## config.mk

```make
export PLATFORM = sky130hd
export DESIGN_NAME = modmul_result_collector
export DESIGN_NICKNAME = d
export VERILOG_FILES = /design/src/rtl/modmul_pkg.sv /design/src/rtl/modmul_sync_fifo.sv /design/src/rtl/modmul_result_collector.sv
export SDC_FILE = /design/constraint.sdc
export NUM_CORES = 2
export LEC_CHECK = 0
export ABC_AREA = 1
export ABC_CLOCK_PERIOD_IN_PS = 18900
export CORE_AREA = 4 4 446 448
export DETAILED_ROUTE_END_ITERATION = 6
export DIE_AREA = 0 0 450 452
export PLACE_DENSITY = 0.85
export SLEW_MARGIN = 20
export SYNTH_ARGS = -nofsm -noshare
export SYNTH_HDL_FRONTEND = slang
export SYNTH_HIERARCHICAL = 1
export SYNTH_SLANG_ARGS = --single-unit
```

## constraint.sdc

```tcl
create_clock -name clock -period 18.9 [get_ports clock]
set_input_delay 1.89 -clock clock [delete_from_list [all_inputs] [get_ports clock]]
set_output_delay 1.89 -clock clock [all_outputs]
set_load 0.005 [all_outputs]
```

## src/rtl/modmul_pkg.sv

```systemverilog
// Shared definitions for the 256-bit modular multiplier and its result collector.
package modmul_pkg;

  localparam int MODMUL_WIDTH = 256;
  localparam int MODMUL_SEQ_W = 16;

  typedef logic [MODMUL_WIDTH-1:0] modmul_word_t;

endpackage

```

## src/rtl/modmul_sync_fifo.sv

```systemverilog
// Synchronous FIFO with a registered output stage: a push is visible on rdata_o one cycle later.
module modmul_sync_fifo #(
  parameter int WIDTH = 272,
  parameter int DEPTH = 8
) (
  input  logic                       clk_i,
  input  logic                       srst_i,
  input  logic                       push_i,
  input  logic [WIDTH-1:0]           wdata_i,
  input  logic                       pop_i,
  output logic [WIDTH-1:0]           rdata_o,
  output logic                       rvalid_o,
  output logic [$clog2(DEPTH):0]     count_o,
  output logic                       push_ok_o,
  output logic                       overflow_o
);

  localparam int PTR_W = $clog2(DEPTH) + 1;
  localparam int IDX_W = PTR_W - 1;

  logic [WIDTH-1:0] mem_q [DEPTH];
  logic [PTR_W-1:0] wr_ptr_q, wr_ptr_d;
  logic [PTR_W-1:0] rd_ptr_q, rd_ptr_d;
  logic [WIDTH-1:0] rdata_q, rdata_d;
  logic             rvalid_q, rvalid_d;
  logic             full, empty, pop_ok, push_ok;

  assign full  = (wr_ptr_q[PTR_W-1] != rd_ptr_q[PTR_W-1]) &&
                 (wr_ptr_q[IDX_W-1:0] == rd_ptr_q[IDX_W-1:0]);
  assign empty = (wr_ptr_q == rd_ptr_q);

  assign pop_ok  = pop_i & ~empty;
  // A pop in the same cycle frees the slot, so a full FIFO still accepts the push.
  assign push_ok = push_i & (~full | pop_ok);

  always_comb begin
    wr_ptr_d = wr_ptr_q + PTR_W'(push_ok);
    rd_ptr_d = rd_ptr_q + PTR_W'(pop_ok);
    rvalid_d = (wr_ptr_d != rd_ptr_d);
    rdata_d  = rdata_q;
    if (rvalid_d) begin
      // New head is the entry being written this cycle when the FIFO was drained to it.
      if (rd_ptr_d == wr_ptr_q) rdata_d = wdata_i;
      else                      rdata_d = mem_q[rd_ptr_d[IDX_W-1:0]];
    end
  end

  always_ff @(posedge clk_i) begin
    if (push_ok) mem_q[wr_ptr_q[IDX_W-1:0]] <= wdata_i;
  end

  always_ff @(posedge clk_i) begin
    if (srst_i) begin
      wr_ptr_q <= '0;
      rd_ptr_q <= '0;
      rdata_q  <= '0;
      rvalid_q <= 1'b0;
    end else begin
      wr_ptr_q <= wr_ptr_d;
      rd_ptr_q <= rd_ptr_d;
      rdata_q  <= rdata_d;
      rvalid_q <= rvalid_d;
    end
  end

  assign rdata_o    = rdata_q;
  assign rvalid_o   = rvalid_q;
  assign count_o    = wr_ptr_q - rd_ptr_q;
  assign push_ok_o  = push_ok;
  assign overflow_o = push_i & full & ~pop_ok;

endmodule

```

## src/rtl/modmul_result_collector.sv

```systemverilog
// Buffers multiplier products, tags them with a sequence number and meters issue credits
// so the FIFO cannot overflow while the multiplier pipeline has no backpressure.
module modmul_result_collector
  import modmul_pkg::*;
#(
  parameter int WIDTH = MODMUL_WIDTH,
  parameter int DEPTH = 8,
  parameter int SEQ_W = MODMUL_SEQ_W
) (
  input  logic                     clock,
  input  logic                     reset,
  input  logic                     issue_valid,
  output logic                     issue_ready,
  input  logic                     mul_out_valid,
  input  logic [WIDTH-1:0]         mul_q,
  output logic                     m_valid,
  input  logic                     m_ready,
  output logic [WIDTH-1:0]         m_data,
  output logic [SEQ_W-1:0]         m_seq,
  output logic [$clog2(DEPTH):0]   inflight,
  output logic                     err_overflow,
  output logic                     err_underflow
);

  localparam int CNT_W = $clog2(DEPTH) + 1;
  localparam int ENT_W = WIDTH + SEQ_W;

  logic [CNT_W-1:0] inflight_q, inflight_d;
  logic [SEQ_W-1:0] seq_q, seq_d;
  logic             err_ovf_q, err_ovf_d;
  logic             err_unf_q, err_unf_d;

  logic [CNT_W-1:0] fifo_count;
  logic [ENT_W-1:0] fifo_rdata;
  logic             fifo_rvalid, fifo_push_ok, fifo_overflow;
  logic [CNT_W:0]   credits_used;
  logic             issue_fire, ret_ok, pop;

  // Every issued operand pair owns a slot until its product leaves the FIFO.
  assign credits_used = {1'b0, inflight_q} + {1'b0, fifo_count};
  assign issue_ready  = (credits_used < (CNT_W+1)'(DEPTH));
  assign issue_fire   = issue_valid & issue_ready;
  assign ret_ok       = mul_out_valid & (inflight_q != '0);
  assign pop          = fifo_rvalid & m_ready;

  always_comb begin
    inflight_d = inflight_q;
    case ({issue_fire, ret_ok})
      2'b10:   inflight_d = inflight_q + CNT_W'(1);
      2'b01:   inflight_d = inflight_q - CNT_W'(1);
      default: inflight_d = inflight_q;
    endcase
    seq_d     = seq_q + SEQ_W'(fifo_push_ok);
    err_ovf_d = err_ovf_q | fifo_overflow;
    err_unf_d = err_unf_q | (mul_out_valid & (inflight_q == '0));
  end

  always_ff @(posedge clock) begin
    if (reset) begin
      inflight_q <= '0;
      seq_q      <= '0;
      err_ovf_q  <= 1'b0;
      err_unf_q  <= 1'b0;
    end else begin
      inflight_q <= inflight_d;
      seq_q      <= seq_d;
      err_ovf_q  <= err_ovf_d;
      err_unf_q  <= err_unf_d;
    end
  end

  modmul_sync_fifo #(
    .WIDTH (ENT_W),
    .DEPTH (DEPTH)
  ) u_fifo (
    .clk_i      (clock),
    .srst_i     (reset),
    .push_i     (mul_out_valid),
    .wdata_i    ({mul_q, seq_q}),
    .pop_i      (pop),
    .rdata_o    (fifo_rdata),
    .rvalid_o   (fifo_rvalid),
    .count_o    (fifo_count),
    .push_ok_o  (fifo_push_ok),
    .overflow_o (fifo_overflow)
  );

  assign m_valid       = fifo_rvalid;
  assign m_data        = fifo_rdata[ENT_W-1:SEQ_W];
  assign m_seq         = fifo_rdata[SEQ_W-1:0];
  assign inflight      = inflight_q;
  assign err_overflow  = err_ovf_q;
  assign err_underflow = err_unf_q;

endmodule
```

==> PnR_summary.wiki <==
{| class="wikitable"
! Metric !! Value
|-
| Cell count after synthesis || 10769
|-
| Die outline area || 0.2034 mm^2
|-
| Cell types with the largest area share after synthesis || edfxtp_1 61%, nand2_1 12%, nand3_1 10%, dfxtp_1 5.7%, inv_1 4.0%
|-
| Horiz. Die Dim || 450 um
|-
| Setup Skew || 0.06198 ns
|-
| Clock Latency Late Sink || 0.90 ns
|-
| Worst Tran Pin Value || 1.542 ns
|-
| Number of placement rows || 162
|-
| Clk sinks || 2479
|-
| Number of ports placed on the die boundary || 541
|-
| Post-route setup slack || 11.20 ns
|-
| Remaining antenna violation count || 0
|-
| Worst-path clk slew || 0.06 ns
|-
| WL final || 291100 um
|-
| Post-synth ARST share || 0%
|-
| # H-tree levels || 4
|-
| Number of enable flip-flop cells after synthesis || 2176
|-
| Height of the die || 452 um
|-
| Most frequent cells in the layout || 3320 x nand2_1, 2191 x nand3_1, 2176 x edfxtp_1, 1129 x inv_1, 579 x nor2_1
|-
| Final weighted congestion in routability-driven placement || 0.8042
|-
| Leak pwr || 49.40 nW
|-
| Post-synthesis instance area || 0.1065 mm^2
|-
| Power per unit of standard cell area || 112.0 mW/mm^2
|-
| Aggregate global routing overflow || 0
|-
| Violated checks || DRC, slew limit
|-
| Core Region || 0.1946 mm^2
|-
| P_int || 9.898 mW
|-
| Flip-flop and latch count after synthesis || 2479
|-
| Critical path fanouts, max || 171
|-
| Slew Limit Headroom || -2.801%
|-
| Final Max Tran Viols || 76
|-
| Worst min-delay path class || flop to flop
|-
| Vias in the first global route || 79072
|-
| Critical path data arrival time || 8.52 ns
|-
| CP required || 19.72 ns
|-
| Library cells used by synthesis || 34
|-
| Fraction of final layout cells with drive strength greater than 1 || 4.562%
|-
| Sequential group share of total power || 47.1%
|-
| Critical-path top delay cell || buf_4
|-
| WL per Instance || 21.14 um
|-
| Average size of a mapped cell || 9.894 um^2
|-
| Worst slack after detailed placement || 10.61 ns
|-
| Hold-fix buffers, CTS || 0
|-
| Global routing usage summed across all routing layers || 27.84%
|-
| Synth-to-layout area growth || 14.20%
|-
| Post-Route Hold Slack || 0.4726 ns
|-
| Final count of negative-setup-slack endpoints || 0
|-
| Peak Freq || 0.1299 GHz
|-
| Wire length of the first global-routing pass || 444400 um
|-
| Final hold violations || 0
|-
| CTS Buffer Depth || 3
|-
| Proportion of netlist area held by the largest area contributor || 61.33%
|-
| First-pass iteration count of the detailed router || 7
|-
| CTS root buf || clkbuf_16
|-
| Post-CTS Resized || 0
|-
| Net switching share of the total power || 27.35%
|-
| Final min period || 7.699 ns
|-
| Number of nets in the finished design || 11217
|-
| Clock tree from TritonCTS || done
|-
| Most common library cell in the layout ignoring fill and taps || nand2_1
|-
| Crit-path max cell delay || 0.85 ns
|-
| Post-route DRC || 9
|-
| Average via count per standard cell || 5.781
|-
| Kind of end point of the critical path || flop
|-
| Peak supply drop || 0.09822 mV
|-
| TritonCTS Buffers || 240
|-
| Sort of element at the start of the critical path || input pin
|-
| Nets in the synthesized netlist || 11046
|-
| # Post-CTS Setup Buffers || 0
|-
| Starting density of the core || 54.76%
|-
| Setup repair after global routing missed its margin || no
|-
| Largest net degree at the start of global routing || 244
|-
| DRC marker count from the first detailed-route iteration || 10243
|-
| Via total after detailed routing || 79619
|-
| Part of the cycle the worst path needs || 40.73%
|-
| Post-route setup TNS || 0 ns
|-
| Area leader, netlist || edfxtp_1
|-
| Part of the power in the clock network || 36.4%
|-
| Main flop type after synthesis || edfxtp_1
|-
| Switching power total || 3.726 mW
|-
| Ys Warns || 6
|-
| # port buffers || 540
|-
| Proportion of synthesized chip area in sequential cells || 67.02%
|-
| Result of the run || complete, but fails checks
|-
| Max cap viols || 0
|-
| Combinational power share || 16.5%
|-
| Final HPWL DP || 144500 um
|-
| Cell-by-cell trace of the critical path || clkdlybuf4s50_1 -> nand2_1 -> inv_1 -> nand2_2 -> nor2_2 -> ha_4 -> xnor2_4 -> buf_4 -> buf_4 -> nor2_1 -> nor3_1 -> nand3_4 -> buf_12 -> buf_4 -> nor2_1 -> nor2_1 -> a21oi_1
|-
| WS Path Type || input pin to flop
|-
| Number of antenna violations at the first check in global routing || 79
|}
## cell type report
cell class / instances / area [um^2]
multi-input cells: 6456 / 27840
well taps: 2542 / 3181
flip-flops and latches: 2479 / 71410
fillers: 13939 / 72910
repair buffers: 626 / 6444
inverters: 1137 / 4290
diodes: 73 / 182.7
clock inverters: 139 / 1630
clock buffers: 320 / 6699
## state kept, by name, summed over array words and instances (netlist names)
signal,cells
inflight,4
err_overflow,1
u_fifo/mem_q,2176
u_fifo/rd_ptr_q,4
err_underflow,1
u_fifo/rvalid_o,1
seq_q,16
u_fifo/wr_ptr_q,4
u_fifo/rdata_o,272
## cell usage after synthesis, drive strengths merged (7+ instances only)
| master | number |
|---|---|
| a21oi | 287 |
| buf | 381 |
| clkbuf | 316 |
| dfxtp | 303 |
| edfxtp | 2176 |
| ha | 14 |
| inv | 1135 |
| nand2 | 3327 |
| nand3 | 2197 |
| nor2 | 597 |
| o21ai | 7 |
## power by group through the flow
stage / clock (mW) / combinational (mW) / sequential [mW]
floorplan: 0 / 1.30 / 6.52
global placement: 0 / 2.09 / 6.51
detailed placement: 0 / 2.18 / 6.52
CTS: 5.01 / 2.21 / 6.41
global route: 5.25 / 2.47 / 6.43
finish: 4.96 / 2.25 / 6.41
## per-stage QoR
step | power [mW] | cells | cell area, um^2 | util (%)
floorplan | 7.827 | 10769 | 106500 | -
global route | 14.15 | 13764 | 121700 | 62.52
CTS | 13.63 | 13697 | 121400 | 62.41
global placement | 8.601 | 13236 | 113100 | 58.10
finish | 13.62 | 13772 | 121700 | 62.53
detailed placement | 8.701 | 13238 | 113100 | 58.13
## critical path: cells and delay by family
family	cells	cell delay, ns
buf+inv	6	3.62
compound gates	1	0.20
xor+xnor	1	0.15
fa+ha+maj	1	0.19
simple gates	8	2.03
## routing by layer
metal	up-vias	wire length, um	GRT usage, %
li1	35959	-	-
met1	37764	101900	33.13
met2	4999	139600	45.59
met3	881	30470	5.431
met4	16	19090	19.97
met5	-	103	0
## path summary, 6_finish.rpt
check / slack [ns] / endpoint / depth (start not counted) / from
worst max-delay path: 11.20 / u_fifo/rdata_o[134]$_SDFFE_PP0P_ / 17 / m_ready
worst min-delay path: 0.47 / err_overflow$_SDFF_PP0_ / 2 / err_overflow$_SDFF_PP0_
worst max register to register: 12.06 / u_fifo/rdata_o[134]$_SDFFE_PP0P_ / 19 / u_fifo/rd_ptr_q[2]$_SDFF_PP0_
worst min register to register: 0.47 / err_overflow$_SDFF_PP0_ / 2 / err_overflow$_SDFF_PP0_
## kinds of logic (layout without fill, tap and decap cells)
| logic type | count (synthesis) | in the layout | share of synthesized area [%] |
|---|---|---|---|
| AND/OR/NAND/NOR | 6130 | 6130 | 24.27 |
| flip-flops | 2479 | 2479 | 67.02 |
| buffers and inverters | 1834 | 2222 | 6.965 |
| AO/OA/AOI/OAI | 301 | 301 | 1.460 |
| adder cells (fa/ha/maj) | 16 | 16 | 0.2020 |
| XOR/XNOR | 9 | 9 | 0.08103 |
| other | 0 | 73 | 0 |
No activity file was read; power rests on OpenSTA's default activity.
